**src/rtl/lsu_bus_if.sv**
```systemverilog
// Word-wide handshaked data bus between the load/store unit (master) and
// the data-side slave: request/grant for address phase, rvalid for response.
interface lsu_bus_if;
  logic        req;
  logic        gnt;
  logic        we;
  logic [3:0]  be;
  logic [31:0] addr;
  logic [31:0] wdata;
  logic        rvalid;
  logic [31:0] rdata;

  modport master (
    output req, we, be, addr, wdata,
    input  gnt, rvalid, rdata
  );

  modport slave (
    input  req, we, be, addr, wdata,
    output gnt, rvalid, rdata
  );
endinterface

```
**src/rtl/lsu_bus.sv**
```systemverilog
// Load/store unit between the execute stage and a handshaked data bus:
// lane steering, load extension, alignment checks and response timeout.
module lsu_bus #(
  parameter int unsigned TIMEOUT = 255
) (
  input  logic        clk_i,
  input  logic        rst_ni,
  input  logic        core_valid_i,
  output logic        core_ready_o,
  input  logic        core_we_i,
  input  logic [2:0]  core_funct3_i,
  input  logic [31:0] core_addr_i,
  input  logic [31:0] core_wdata_i,
  output logic        core_done_o,
  output logic        core_err_o,
  output logic [31:0] core_rdata_o,
  lsu_bus_if.master   bus
);

  localparam logic [15:0] TimeoutCnt = 16'(TIMEOUT);

  typedef enum logic [1:0] {IDLE, REQ, RESP} state_e;

  state_e      state_q, state_d;
  logic [31:0] addr_q, addr_d;
  logic [31:0] wdata_q, wdata_d;
  logic [31:0] rdata_q, rdata_d;
  logic [3:0]  be_q, be_d;
  logic        we_q, we_d;
  logic [2:0]  funct3_q, funct3_d;
  logic [1:0]  off_q, off_d;
  logic [15:0] cnt_q, cnt_d;
  logic        done_q, done_d;
  logic        err_q, err_d;

  logic        legal;
  logic [3:0]  be_new;
  logic [31:0] wdata_new;
  logic [31:0] shifted;
  logic [31:0] load_data;

  always_comb begin
    legal     = 1'b0;
    be_new    = 4'b1111;
    wdata_new = core_wdata_i;
    case (core_funct3_i)
      3'b000:         legal = 1'b1;
      3'b001:         legal = ~core_addr_i[0];
      3'b010:         legal = (core_addr_i[1:0] == 2'b00);
      3'b100:         legal = ~core_we_i;
      3'b101:         legal = ~core_we_i & ~core_addr_i[0];
      default:        legal = 1'b0;
    endcase
    case (core_funct3_i[1:0])
      2'b00: begin
        be_new    = 4'b0001 << core_addr_i[1:0];
        wdata_new = {4{core_wdata_i[7:0]}};
      end
      2'b01: begin
        be_new    = 4'b0011 << core_addr_i[1:0];
        wdata_new = {2{core_wdata_i[15:0]}};
      end
      default: begin
        be_new    = 4'b1111;
        wdata_new = core_wdata_i;
      end
    endcase
  end

  // Move the addressed byte/halfword down to bit 0, then extend it.
  always_comb begin
    shifted   = bus.rdata >> {off_q, 3'b000};
    load_data = shifted;
    case (funct3_q)
      3'b000:  load_data = {{24{shifted[7]}}, shifted[7:0]};
      3'b001:  load_data = {{16{shifted[15]}}, shifted[15:0]};
      3'b100:  load_data = {24'd0, shifted[7:0]};
      3'b101:  load_data = {16'd0, shifted[15:0]};
      default: load_data = shifted;
    endcase
  end

  always_comb begin
    state_d  = state_q;
    addr_d   = addr_q;
    wdata_d  = wdata_q;
    rdata_d  = rdata_q;
    be_d     = be_q;
    we_d     = we_q;
    funct3_d = funct3_q;
    off_d    = off_q;
    cnt_d    = cnt_q;
    done_d   = 1'b0;
    err_d    = 1'b0;
    unique case (state_q)
      IDLE: begin
        if (core_valid_i) begin
          addr_d   = {core_addr_i[31:2], 2'b00};
          wdata_d  = wdata_new;
          be_d     = be_new;
          we_d     = core_we_i;
          funct3_d = core_funct3_i;
          off_d    = core_addr_i[1:0];
          if (legal) begin
            state_d = REQ;
          end else begin
            done_d = 1'b1;
            err_d  = 1'b1;
          end
        end
      end
      REQ: begin
        if (bus.gnt) begin
          state_d = RESP;
          cnt_d   = 16'd0;
        end
      end
      RESP: begin
        // A response in the last allowed cycle still wins over the timeout.
        if (bus.rvalid) begin
          state_d = IDLE;
          done_d  = 1'b1;
          if (!we_q) begin
            rdata_d = load_data;
          end
        end else if (cnt_q == TimeoutCnt) begin
          state_d = IDLE;
          done_d  = 1'b1;
          err_d   = 1'b1;
        end else begin
          cnt_d = cnt_q + 16'd1;
        end
      end
      default: state_d = IDLE;
    endcase
  end

  always_ff @(posedge clk_i or negedge rst_ni) begin
    if (!rst_ni) begin
      state_q  <= IDLE;
      addr_q   <= '0;
      wdata_q  <= '0;
      rdata_q  <= '0;
      be_q     <= '0;
      we_q     <= 1'b0;
      funct3_q <= '0;
      off_q    <= '0;
      cnt_q    <= '0;
      done_q   <= 1'b0;
      err_q    <= 1'b0;
    end else begin
      state_q  <= state_d;
      addr_q   <= addr_d;
      wdata_q  <= wdata_d;
      rdata_q  <= rdata_d;
      be_q     <= be_d;
      we_q     <= we_d;
      funct3_q <= funct3_d;
      off_q    <= off_d;
      cnt_q    <= cnt_d;
      done_q   <= done_d;
      err_q    <= err_d;
    end
  end

  assign core_ready_o = (state_q == IDLE);
  assign core_done_o  = done_q;
  assign core_err_o   = err_q;
  assign core_rdata_o = rdata_q;

  // bus_req is decoded from state so an async reset removes it at once.
  assign bus.req   = (state_q == REQ);
  assign bus.we    = we_q;
  assign bus.be    = be_q;
  assign bus.addr  = addr_q;
  assign bus.wdata = wdata_q;

endmodule

```
**src/flat_wrapper.sv**
```systemverilog
// flat-port wrapper written by rule: the top's interface ports become plain ports
module lsu_bus_flat 
#(
  parameter int unsigned TIMEOUT = 255
)
  (clk_i, rst_ni, core_valid_i, core_ready_o, core_we_i, core_funct3_i, core_addr_i, core_wdata_i, core_done_o, core_err_o, core_rdata_o, bus_req, bus_we, bus_be, bus_addr, bus_wdata, bus_gnt, bus_rvalid, bus_rdata);
  lsu_bus_if bus_i ();
  input  logic clk_i;
  input  logic rst_ni;
  input  logic core_valid_i;
  output logic core_ready_o;
  input  logic core_we_i;
  input  logic [2:0] core_funct3_i;
  input  logic [31:0] core_addr_i;
  input  logic [31:0] core_wdata_i;
  output logic core_done_o;
  output logic core_err_o;
  output logic [31:0] core_rdata_o;
  output wire logic [$bits(bus_i.req)-1:0] bus_req;
  output wire logic [$bits(bus_i.we)-1:0] bus_we;
  output wire logic [$bits(bus_i.be)-1:0] bus_be;
  output wire logic [$bits(bus_i.addr)-1:0] bus_addr;
  output wire logic [$bits(bus_i.wdata)-1:0] bus_wdata;
  input wire logic [$bits(bus_i.gnt)-1:0] bus_gnt;
  input wire logic [$bits(bus_i.rvalid)-1:0] bus_rvalid;
  input wire logic [$bits(bus_i.rdata)-1:0] bus_rdata;
  assign bus_req = bus_i.req;
  assign bus_we = bus_i.we;
  assign bus_be = bus_i.be;
  assign bus_addr = bus_i.addr;
  assign bus_wdata = bus_i.wdata;
  assign bus_i.gnt = bus_gnt;
  assign bus_i.rvalid = bus_rvalid;
  assign bus_i.rdata = bus_rdata;
  lsu_bus #(.TIMEOUT(TIMEOUT)) u_core (.clk_i(clk_i), .rst_ni(rst_ni), .core_valid_i(core_valid_i), .core_ready_o(core_ready_o), .core_we_i(core_we_i), .core_funct3_i(core_funct3_i), .core_addr_i(core_addr_i), .core_wdata_i(core_wdata_i), .core_done_o(core_done_o), .core_err_o(core_err_o), .core_rdata_o(core_rdata_o), .bus(bus_i));
endmodule
```
**config.mk**
```make
export PLATFORM = sky130hd
export DESIGN_NAME = lsu_bus_flat
export DESIGN_NICKNAME = d
export VERILOG_FILES = /design/src/rtl/lsu_bus_if.sv /design/src/rtl/lsu_bus.sv /design/src/flat_wrapper.sv
export SDC_FILE = /design/constraint.sdc
export NUM_CORES = 1
export LEC_CHECK = 0
export ABC_AREA = 0
export CAP_MARGIN = 20
export CORE_UTILIZATION = 60
export CTS_BUF_LIST = sky130_fd_sc_hd__clkbuf_8
export DETAILED_ROUTE_END_ITERATION = 6
export DONT_BUFFER_PORTS = 1
export PLACE_DENSITY = 0.82
export SLEW_MARGIN = 30
export SYNTH_ARGS = -nofsm -noshare
export SYNTH_HDL_FRONTEND = slang
export SYNTH_SLANG_ARGS = --single-unit
```
**constraint.sdc**
```tcl
create_clock -name clk_i -period 2.1 [get_ports clk_i]
set_input_delay 0.21 -clock clk_i [delete_from_list [all_inputs] [get_ports clk_i]]
set_output_delay 0.21 -clock clk_i [all_outputs]
set_load 0.01 [all_outputs]
```
* Word-level counts from Yosys, hierarchy flattened
Cells that the tools add are included.
** Cells by class
- Mux-type cells :: 21
- Reductions and logical operators :: 10
- Multiply operators :: 0
- Shift operators :: 3
- Bitwise logic cells :: 4
- $add $sub $neg :: 1
- $lt $le $gt $ge :: 0
- Div/mod/pow operators :: 0
- Eq/ne operators :: 17
** Operators with widths (number)
- 32-bit one-hot mux with 4 select lines :: 1
- 32-bit one-hot mux with 2 select lines :: 1
- 16-bit two-way mux :: 3
- 16-bit one-hot mux with 2 select lines :: 1
- 32-bit by 5-bit >> shifter with 32-bit output :: 1
- 16-bit by 1-bit adder with 16-bit output (second input constant) :: 1
- 16-bit by 8-bit == test with 1-bit output (second input constant) :: 1
- 3-bit == test (second input constant) :: 4
- 2-bit two-way mux :: 5
- 4-bit one-hot mux with 2 select lines :: 1
- 4-bit AND reduction :: 2
- 3-bit by 1-bit == test with 1-bit output (second input constant) :: 2
- 2-bit zero test :: 3
- 3-bit zero test :: 2
- 2-bit != test (second input constant) :: 3
- 2-bit one-hot mux with 3 select lines :: 1
- 1-bit two-way mux :: 5
- 1-bit one-hot mux with 5 select lines :: 1
- 2-bit by 1-bit == test with 1-bit output (second input constant) :: 2
- 2-bit by 1-bit != test with 1-bit output (second input constant) :: 2
- 1-bit one-hot mux with 2 select lines :: 2
- 1-bit by 2-bit << shifter with 4-bit output (first input constant) :: 1
- 2-bit by 2-bit << shifter with 4-bit output (first input constant) :: 1
- 3-bit by 2-bit == test with 1-bit output (second input constant) :: 1
- 7 further kinds :: 9
** Storage, ports and cells
- Output and inout port bits :: 105
- Bits in registers :: 124
- Latch bits :: 0
- ROM bits :: 0
- Memories kept :: 0
- Bits in writable memories :: 0
- Bits of input ports :: 105

* Longest topological paths before layout
Gate-level depths: netlist of run 1.
- Word-level depth :: 6
- Gate-level depth with buffers :: 7
- Depth with buffers taken out :: 5

* Least setup slack after synthesis of run 1
Ideal clock, no wire load.
- Path kind :: register to register
- Start point :: register u_core.off_q[0]
- End point :: register u_core.rdata_q[21], in the netlist u_core.core_rdata_o[21]
- Data arrival time :: 1.549 ns
- Stages on the path, launching flop included :: 7
- Clock period less this slack :: 1.670 ns
- Slack :: 0.430 ns
- Data required time :: 1.979 ns
- Library setup time :: 0.121 ns
- Path buffers :: 2
- Cells stage by stage :: dfrtp_1 buf_6 mux4_2 o22ai_2 o21ai_2 buf_6 o22a_1
** On the way
- Longest elaborated chain between the ends :: 2
** RTL lines
- from (decl) :: RTL line lsu_bus.sv:31 : logic [1:0] off_q, off_d;
- from (signal assigned) :: RTL line lsu_bus.sv:147 : off_q <= '0;
- from (signal assigned) :: RTL line lsu_bus.sv:159 : off_q <= off_d;
- 32-bit by 5-bit >> shifter with 32-bit output :: RTL line lsu_bus.sv:72 : shifted = bus.rdata >> {off_q, 3'b000};
- 32-bit one-hot mux with 4 select lines :: RTL line lsu_bus.sv:74 : case (funct3_q)
- to (signal assigned) :: RTL line lsu_bus.sv:155 : rdata_q <= rdata_d;
- to (decl) :: RTL line lsu_bus.sv:27 : logic [31:0] rdata_q, rdata_d;
Every way passes these cells.
A chain may end at the register's enable or synchronous reset.

* Worst setup path in the final report of run 1
- Start point :: register u_core.cnt_q[13]
- End point :: register u_core.cnt_q[3]
** On the way
- Longest elaborated chain between the ends :: 3
** RTL lines
- from (decl) :: RTL line lsu_bus.sv:32 : logic [15:0] cnt_q, cnt_d;
- from (signal assigned) :: RTL line lsu_bus.sv:160 : cnt_q <= cnt_d;
- 16-bit by 8-bit == test with 1-bit output :: RTL line lsu_bus.sv:126 : end else if (cnt_q == TimeoutCnt) begin
- 2-bit != test (no line)
- 4-bit AND reduction (no line)
Every way passes these cells.

==> results of run 1 <==
[sequential cells by signal, indices dropped and copies added, names as in the netlist]
register / cells
u_core.funct3_q: 3
u_core.core_done_o: 1
u_core.core_err_o: 1
u_core.state_q: 2
u_core.off_q: 2
u_core.bus.we: 1
u_core.cnt_q: 16
u_core.bus.be: 4
u_core.bus.addr: 30
u_core.core_rdata_o: 32
u_core.bus.wdata: 32
[worst max-delay path by stage]
stage | from | endpoint | cells after the start
after floorplan | u_core.off_q[0] | u_core.core_rdata_o[21] | 6
after global placement | u_core.cnt_q[12] | u_core.cnt_q[3] | 4
after detailed placement | u_core.cnt_q[13] | u_core.cnt_q[7] | 4
after CTS | u_core.cnt_q[13] | u_core.cnt_q[7] | 4
after global routing | u_core.cnt_q[9] | u_core.cnt_q[7] | 4
final | u_core.cnt_q[13] | u_core.cnt_q[3] | 4
[power by group through the flow]
| stage | logic (mW) | registers [mW] | clock network [mW] |
|---|---|---|---|
| 5_1_grt | 1.91 | 4.15 | 2.34 |
| 3_5_place_dp | 1.55 | 4.07 | 0 |
| 2_1_floorplan | 1.31 | 3.86 | 0 |
| 4_1_cts | 1.68 | 4.05 | 2.22 |
| 6_report | 1.73 | 4.07 | 2.21 |
| 3_3_place_gp | 1.47 | 4.06 | 0 |
[layout make-up]
class | count | area share [%]
tap | 133 | 2.307
clock buffer | 18 | 3.434
inverter | 6 | 0.3122
multi-input combinational | 463 | 36.87
timing repair buffer | 86 | 11.72
clock inverter | 14 | 2.341
sequential | 124 | 43.01
[through the flow]
stage / std cells / hold slack (ps)
2_1_floorplan: 636 / -85.59
3_3_place_gp: 742 / -80.52
3_5_place_dp: 742 / -79.28
4_1_cts: 844 / -550.7
5_1_grt: 844 / -557.8
6_report: 844 / -523.5
[critical path, stage by stage, from the launching register on]
cell	delay [ps]
dfrtp_1	430
nor4_1	620
and3_1	500
a211oi_1	170
mux2i_1	150
[cells by family (layout without fill, tap and decap cells)]
group | Yosys count | after routing
other | 1 | 2
muxes | 54 | 54
adders and majority gates | 1 | 1
AOI/OAI and AO/OA | 126 | 126
DFF | 124 | 124
buffers and inverters | 49 | 124
and+or+nand+nor | 280 | 280
[layer usage]
| metal | wire length (um) | global-route usage (%) | vias up | part of all wire, % |
|---|---|---|---|---|
| li1 | - | - | 2298 | - |
| met1 | 6298 | 38.94 | 2490 | 37 |
| met2 | 8681 | 58.42 | 327 | 51 |
| met3 | 1653 | 10.12 | 57 | 9.6 |
| met4 | 523 | 15.49 | 0 | 3.0 |
| met5 | 0 | 0 | - | 0 |
[cells in the final DEF, fill, tap and decap left out, types with 3 or more instances in the layout]
cell type      instances
nand2_1              170
nor4_1                 3
nand3_1                9
nor2_1                41
o21ai_0               40
a21oi_1               34
a211oi_1              12
mux2_2                 9
mux2i_1               44
and2_1                15
clkinv_4               4
o31ai_1                6
nor2b_1                9
clkbuf_8              18
dlygate4sd3_1         70
buf_4                 14
clkinv_2               4
a31oi_1                4
nand4_1                4
dfrtp_1              124
or4_1                  6
bufinv_16              3
and4_1                 4
inv_1                  6
o22a_1                16
nand2b_1               8
==> summary.md, run 1 <==
| Metric | Value |
|---|---|
| CTS tree | `built` |
| Post-synth top cells | `nand2_1 (171), dfrtp_1 (124), mux2i_1 (44), nor2_1 (41), o21ai_0 (40)` |
| Flops & latches, synth | `124` |
| MaxCap Viol Count | `0` |
| Filler cells | `643` |
| Via density | `6.128` |
| GRT Util Overall | `33.85%` |
| Clk sink count | `124` |
| CTS hold repair buffers | `70` |
| Xor-xnor portion of the synthesized cell area | `0%` |
| Reg clk slew, reported paths | `80 ps` |
| First-pass GRT wire length | `26330 um` |
| Resized Gates After CTS | `0` |
| Synthesized area | `0.005989 mm^2` |
| Layout Utilization | `74.15%` |
| Setup slack after layout | `109.8 ps` |
| Fmax | `502.5 MHz` |
| Layout cell share with drive strength beyond 1 | `10.13%` |
| Crit Path Max Fanout | `12` |
| Synth Area in Adders | `0.2089%` |
| Distinct cells, synth | `49` |
| NetSw | `2.872 mW` |
| Die extent in x | `101.9 um` |
| Worst Path Arrival | `2290 ps` |
| WHS | `-523.5 ps` |
| Sequential power share | `50.8%` |
| Die Ht | `101.9 um` |
| Mux cell area share after synthesis | `9.421%` |
| Number of global-route vias before repair | `5230` |
| Row count | `36` |
| R2R Setup Slk | `110 ps` |
| Worst-margin pin slew | `915.0 ps` |
| Root Buffer Master | `clkbuf_8` |
| Fin crit share | `94.77%` |
| Setup TNS | `0 ps` |
| Crit. End Element | `flop` |
| Area leader, netlist | `dfrtp_1` |
| Total routed wirelength | `17160 um` |
| Data required, critical path | `2400 ps` |
| Net Sw Frac | `35.87%` |
| Fin area | `0.007214 mm^2` |
| RSZ-0062 raised after global routing | `no` |
| Hold Crit Class | `input port to async pin` |
| PwrDens | `1110 mW/mm^2` |
| Gate power share | `21.6%` |
| Clock network fraction of design power | `27.6%` |
| Tmin final | `1990 ps` |
| Die Footprint | `0.01039 mm^2` |
| Clock Skew | `15.32 ps` |
| Area growth syn-to-layout | `20.45%` |
| Area post-placement | `0.006097 mm^2` |
| Synth Instances | `635` |
| Synth Area in Simple Gates | `21.12%` |
| Slew Limit Fails | `0` |
| Post-route DRC violation count | `1` |
| 1st-pass router iterations | `7` |
| Core area | `0.009729 mm^2` |
| CTS H-tree lvls | `4` |
| Antenna cells | `0` |
| Initial antenna violation count | `0` |
| CTS max path bufs | `2` |
| Compound-Gate Fraction of Synth Area | `13.47%` |
| Synth top area share | `51.81%` |
| Multi-input logic area | `0.002660 mm^2` |
| Reg2reg start | `u_core.cnt_q[13]` |
| Final Hold Vio Count | `124` |
| Critical path class | `flop to flop` |
| Top-count cell post-synth | `nand2_1` |
| Setup Buffers After CTS | `0` |
| Leakage | `3.307 nW` |
| DR vias | `5172` |
| EDFF count, synth | `0` |
| DP HPWL | `10400 um` |
| Pin count of the biggest net entering global routing | `125` |
| Reg2reg end | `u_core.cnt_q[3]` |
| Total power | `8.006 mW` |
| Status | `finished, violations left` |
| Sequential share of the synthesized area | `51.81%` |
| Grt total ovfl | `0` |
| Post-DR wirelength/cell | `20.33 um` |
| Worst setup SP type | `flop` |
| Number of port buffers | `0` |
| Final net count | `804` |
| Clock Latency Late Sink | `440 ps` |
| Ys async rst share | `100.0%` |
| Worst reg-to-reg path cell count | `4` |
| Main synth FF type | `dfrtp_1` |
| Cell internal pwr | `5.134 mW` |
| Final RePlAce weighted congestion | `0.8248` |
| Synthesized area per cell | `9.432 um^2` |
| Pre-CTS setup slack | `203.7 ps` |
| Final setup fails | `0` |
| Io pins | `210` |
| Main combinational cell family by area after synthesis | `simple AND/OR/NAND/NOR gates` |
| Top cells by area, synth | `dfrtp_1 (52%), nand2_1 (11%), mux2i_1 (7.4%)` |
| Yosys warnings | `0` |
| Total clock buffers created by CTS | `17` |
| Register area | `0.003103 mm^2` |
| Initial core utilization | `61.56%` |
| Final ANT Viol Nets | `0` |
| Worst VDD drop | `717.3 uV` |
| Max transition margin | `38.80%` |
| Failing checks | `DRC, hold timing` |
| DR iter-0 viols | `280` |
(Power assumes the default switching activity.)
==> run 2, diff against run 1 <==
--- a/config.mk
+++ b/config.mk
@@ -11,7 +11,7 @@
 export CTS_BUF_LIST = sky130_fd_sc_hd__clkbuf_8
 export DETAILED_ROUTE_END_ITERATION = 6
 export DONT_BUFFER_PORTS = 1
-export PLACE_DENSITY = 0.82
+export PLACE_DENSITY = 0.74
 export SLEW_MARGIN = 30
 export SYNTH_ARGS = -nofsm -noshare
 export SYNTH_HDL_FRONTEND = slang
==> run 2 against run 1 <==
The run ends with hold timing left. Sequential power about the same. Critical path type unchanged. Cell area shrank 0.55%. Maximum frequency rose by 4.7%. Register-to-register slack improved by 90 ps. Setup slack gained 89 ps. Combinational power decreased by 2%. Via count shrank 3.1%. Die area did not move.
==> summary.md, run 2 (synthesis gave the netlist of run 1 again) <==
| Metric | Value |
|---|---|
| Total clock buffers created by CTS | `17` |
| GRT Util Overall | `32.36%` |
| Tmin final | `1901 ps` |
| DR vias | `5010` |
| MaxCap Viol Count | `0` |
| CTS hold repair buffers | `70` |
| Pre-CTS setup slack | `218.4 ps` |
| Reg2reg start | `u_core.state_q[0]` |
| Root Buffer Master | `clkbuf_8` |
| Leakage | `3.280 nW` |
| Worst-margin pin slew | `923.9 ps` |
| Worst path slowest cell | `or4_1` |
| Die Footprint | `0.01039 mm^2` |
| 1st-pass router iterations | `5` |
| Critical path class | `flop to flop` |
| Crit path launch | `u_core.state_q[0]` |
| Hold Crit Class | `input port to async pin` |
| Crit Path Max Fanout | `11` |
| DR iter-0 viols | `239` |
| Layout Utilization | `73.74%` |
| Data required, critical path | `2450 ps` |
| Setup TNS | `0 ps` |
| Via density | `5.957` |
| Fmax | `526.1 MHz` |
| Io pins | `210` |
| Core area | `0.009729 mm^2` |
| Final ANT Viol Nets | `0` |
| Post-route DRC violation count | `0` |
| RSZ-0062 raised after global routing | `no` |
| Die Ht | `101.9 um` |
| Grt total ovfl | `0` |
| Total routed wirelength | `16500 um` |
| Setup slack after layout | `199.1 ps` |
| Slew Limit Fails | `0` |
| Antenna cells | `0` |
| Worst VDD drop | `597.3 uV` |
| CP cell instances | `and3b_2, o211ai_2, or4_1, a21oi_1` |
| Number of port buffers | `0` |
| Max transition margin | `38.20%` |
| Total power | `7.856 mW` |
| Crit. End Element | `flop` |
| Delay-heaviest family, CP | `simple AND/OR/NAND/NOR gates` |
| Status | `finished, violations left` |
| Layout cell share with drive strength beyond 1 | `9.887%` |
| Final RePlAce weighted congestion | `0.8315` |
| Most common cell after layout, fill and taps aside | `nand2_1` |
| CTS max path bufs | `2` |
| Failing checks | `hold timing` |
| DP HPWL | `10130 um` |
| Initial antenna violation count | `0` |
| Largest stage delay, worst path | `540 ps` |
| Placed cell count | `739` |
| Final Hold Vio Count | `124` |
| Area post-placement | `0.006075 mm^2` |
| CTS H-tree lvls | `4` |
| Setup Buffers After CTS | `0` |
| WHS | `-535.2 ps` |
| CP bufs+invs | `0` |
| Post-DR wirelength/cell | `19.62 um` |
| Worst setup SP type | `flop` |
| Pin count of the biggest net entering global routing | `125` |
| Most frequent cells in the layout | `nand2_1 (170), dfrtp_1 (124), dlygate4sd3_1 (70)` |
| Clk sink count | `124` |
| Number of global-route vias before repair | `5098` |
| Fin crit share | `90.52%` |
| Final net count | `801` |
| Area growth syn-to-layout | `19.78%` |
| First-pass GRT wire length | `25070 um` |
| Worst Path Arrival | `2250 ps` |
| Fin area | `0.007174 mm^2` |
| Final setup fails | `0` |
| Clock Latency Late Sink | `440 ps` |
| Reg clk slew, reported paths | `80 ps` |
| Clock Skew | `9.638 ps` |
| Die extent in x | `101.9 um` |
| Initial core utilization | `61.56%` |
| CTS tree | `built` |
| PwrDens | `1095 mW/mm^2` |
| Row count | `36` |
| Fin cells | `841` |
[run 2: changes by cell type in the layout (fill, tap and decap cells not counted), sizes merged]
cell    previous run  this run
clkbuf            18        17
buf               16        13
inv                7         9
bufinv             3         2
[run 2: area by class of cell]
cell class	count	area [um^2]
tap	133	166.4
fill	710	2555
sequential	124	3103
multi-input combinational	463	2661
clock inverter	15	163.9
clock buffer	17	234.0
inverter	6	22.52
timing repair buffer	83	823.3
[run 2: worst reg2reg max path, stage by stage, from the launching register on]
cell and delay (ps):
dfrtp_1 530, and3b_2 390, o211ai_2 150, or4_1 540, a21oi_1 210
[run 2: routing by layer]
metal	up-vias	global-route usage (%)	wire length [um]
met5	-	0	0
met4	0	15.27	522
met3	49	11.76	1551
met2	259	55.15	8331
met1	2407	36.26	6098
li1	2295	-	-
[run 2: worst paths after layout]
| path | to | slack, ps | depth (start not counted) |
|---|---|---|---|
| worst max-delay path | u_core.cnt_q[10] | 200 | 4 |
| worst min-delay path | u_core.cnt_q[15] | -540 | 0 |
| worst max register to register | u_core.cnt_q[10] | 200 | 4 |
| worst min register to register | u_core.funct3_q[2] | 520 | 2 |
| max in group asynchronous | u_core.bus.be[2] | 2470 | 0 |
| min in group clk_i | u_core.core_rdata_o[29] | 20 | 2 |
[run 2: where the power goes]
group / internal [mW] / total [mW] / switching (mW)
registers: 3.12 / 4.06 / 0.942
clock network: 1.07 / 2.10 / 1.03
logic: 0.785 / 1.69 / 0.907
[run 2: timing repair]
action | CTS | global route
endpoints found under the setup margin | 0 | 4
endpoints found under the hold margin | 199 | 124
resized for setup | 0 | 1
==> run 3, diff against run 2 <==
--- a/config.mk
+++ b/config.mk
@@ -7,11 +7,13 @@
 export LEC_CHECK = 0
 export ABC_AREA = 0
 export CAP_MARGIN = 20
-export CORE_UTILIZATION = 60
+export CELL_PAD_IN_SITES_DETAIL_PLACEMENT = 1
+export CELL_PAD_IN_SITES_GLOBAL_PLACEMENT = 2
+export CORE_UTILIZATION = 38
 export CTS_BUF_LIST = sky130_fd_sc_hd__clkbuf_8
 export DETAILED_ROUTE_END_ITERATION = 6
 export DONT_BUFFER_PORTS = 1
-export PLACE_DENSITY = 0.74
+export PLACE_DENSITY = 0.79
 export SLEW_MARGIN = 30
 export SYNTH_ARGS = -nofsm -noshare
 export SYNTH_HDL_FRONTEND = slang
==> run 3 against run 2 <==
Routed wire length increased by 11%. Highest routed layer unchanged. Sequential power about the same. Sequential share of layout area decreased by 0.92 points. Register-to-register slack improved by 30 ps. Hold slack improved by 12 ps. The flow still finishes with violations (hold timing). Critical path type unchanged. Largest cell class unchanged. Total power increased by 1.2%. Global-route usage decreased by 9.1 points. Critical path depth unchanged.
==> summary.md, run 3 (synthesis gave the netlist of run 1 again) <==
| Metric | Value |
|---|---|
| Status | `finished, violations left` |
| Failing checks | `hold timing` |
| Area post-placement | `0.006187 mm^2` |
| CTS max path bufs | `2` |
| Filler cells | `1749` |
| Grt total ovfl | `0` |
| Post-DR wirelength/cell | `19.85 um` |
| Data required, critical path | `2450 ps` |
| Slew Limit Fails | `0` |
| CTS tree | `built` |
| Io pins | `210` |
| Layout cell share with drive strength beyond 1 | `9.944%` |
| Total clock buffers created by CTS | `17` |
| Most common cell after layout, fill and taps aside | `nand2_1` |
| Area growth syn-to-layout | `22.39%` |
| DR iter-0 viols | `176` |
| Initial antenna violation count | `0` |
| Pin count of the biggest net entering global routing | `125` |
| Worst-margin pin slew | `584.2 ps` |
| Die extent in x | `127.5 um` |
| Worst VDD drop | `413.3 uV` |
| CP cell instances | `and3b_2, o211ai_2, or4_1, a21oi_1` |
| Total routed wirelength | `18360 um` |
| Initial core utilization | `39.11%` |
| PwrDens | `1084 mW/mm^2` |
| Setup TNS | `0 ps` |
| Die Ht | `127.5 um` |
| Via density | `5.352` |
| Number of port buffers | `0` |
| Critical path class | `flop to flop` |
| Fin crit share | `89.03%` |
| 1st-pass router iterations | `4` |
| Reg clk slew, reported paths | `70 ps` |
| DR vias | `4951` |
| Max transition margin | `60.91%` |
| Final ANT Viol Nets | `0` |
| Clock Latency Late Sink | `440 ps` |
| Tmin final | `1870 ps` |
| Most frequent cells in the layout | `nand2_1 (170), dfrtp_1 (124), dlygate4sd3_1 (73)` |
| Root Buffer Master | `clkbuf_8` |
| RSZ-0062 raised after global routing | `no` |
| Row count | `45` |
| Die Footprint | `0.01627 mm^2` |
| Total power | `7.950 mW` |
| Worst setup SP type | `flop` |
| Clock Skew | `7.759 ps` |
| Crit. End Element | `flop` |
| MaxCap Viol Count | `0` |
| Final setup fails | `0` |
| First-pass GRT wire length | `28910 um` |
| DP HPWL | `12150 um` |
| Fin area | `0.007331 mm^2` |
| Final RePlAce weighted congestion | `0.7785` |
| Leakage | `3.319 nW` |
| WHS | `-523.1 ps` |
| Delay-heaviest family, CP | `simple AND/OR/NAND/NOR gates` |
| Fmax | `534.8 MHz` |
| Largest stage delay, worst path | `540 ps` |
| Final Hold Vio Count | `124` |
| Post-route DRC violation count | `0` |
| Clk sink count | `124` |
| CP bufs+invs | `0` |
| Worst path slowest cell | `dfrtp_1` |
| Hold Crit Class | `input port to async pin` |
| Number of global-route vias before repair | `5399` |
| GRT Util Overall | `23.29%` |
| CTS hold repair buffers | `74` |
| CTS H-tree lvls | `4` |
| Final net count | `807` |
| Crit Path Max Fanout | `11` |
| Core area | `0.01531 mm^2` |
| Antenna cells | `0` |
| Worst Path Arrival | `2220 ps` |
-- run 3: cell types whose count changed in the layout (fill, tap and decap cells not counted), sizes merged --
cell         before  now
buf              13   16
dlygate4sd3      70   73
clkinv            8    6
bufinv            2    3
clkbuf           17   18
clkinvlp          2    3
inv               9    8
-- run 3: per-layer routing --
metal | vias to the layer above | wire length (um) | global-route usage [%]
met3 | 18 | 1488 | 8.752
met2 | 156 | 9390 | 40.44
li1 | 2311 | - | -
met4 | 0 | 217 | 6.373
met1 | 2466 | 7264 | 26.83
met5 | - | 0 | 0
-- run 3: final timing paths --
check	slack, ps	to	cells after the start	start
worst max-delay path	230	u_core.cnt_q[10]	4	u_core.state_q[0]
worst min-delay path	-520	u_core.core_err_o	0	rst_ni
worst max register to register	230	u_core.cnt_q[10]	4	u_core.state_q[0]
worst min register to register	520	u_core.funct3_q[2]	2	u_core.funct3_q[2]
max in group asynchronous	2330	u_core.funct3_q[1]	0	rst_ni
min in group clk_i	30	u_core.core_rdata_o[31]	2	bus_rdata[31]
-- run 3: where the power goes --
part / switching (mW) / total (mW) / internal (mW) / leakage, nW
sequential: 0.953 / 4.07 / 3.12 / 1.53
combinational: 0.929 / 1.73 / 0.802 / 1.58
clock: 0.960 / 2.14 / 1.19 / 0.207
total: 2.84 / 7.95 / 5.11 / 3.32
-- run 3: through the flow --
| step | hold WS, ps | cells | utilization (%) | worst slack [ps] |
|---|---|---|---|---|
| after floorplan | -85.59 | 636 | - | 429.6 |
| after global placement | -77.19 | 819 | 40.40 | 280.4 |
| after detailed placement | -80.07 | 819 | 40.40 | 149.3 |
| after CTS | -570.6 | 925 | 47.86 | 66.69 |
| after global routing | -565.3 | 925 | 47.87 | 35.90 |
| final | -523.1 | 925 | 47.87 | 230.3 |
-- run 3: timing repair --
action	in CTS	in global routing
buffers inserted	0	0
gates resized for setup	0	1
endpoints found under the setup margin	0	11
hold endpoints to repair	203	124
-- run 3: layout make-up --
class	count	area, um^2	area share (%)
inverter	6	22.52	0.3072
multi-input combinational	463	2666	36.37
clock buffer	18	247.7	3.379
tap	211	264.0	3.601
clock inverter	14	153.9	2.099
sequential	124	3103	42.33
timing repair buffer	89	873.3	11.91
-- run 3: worst reg2reg max path, delay by kind of cell, from the launching register on --
kind,cells,cell delay (ps)
flops,1,540
simple gates,2,920
compound gates,2,330
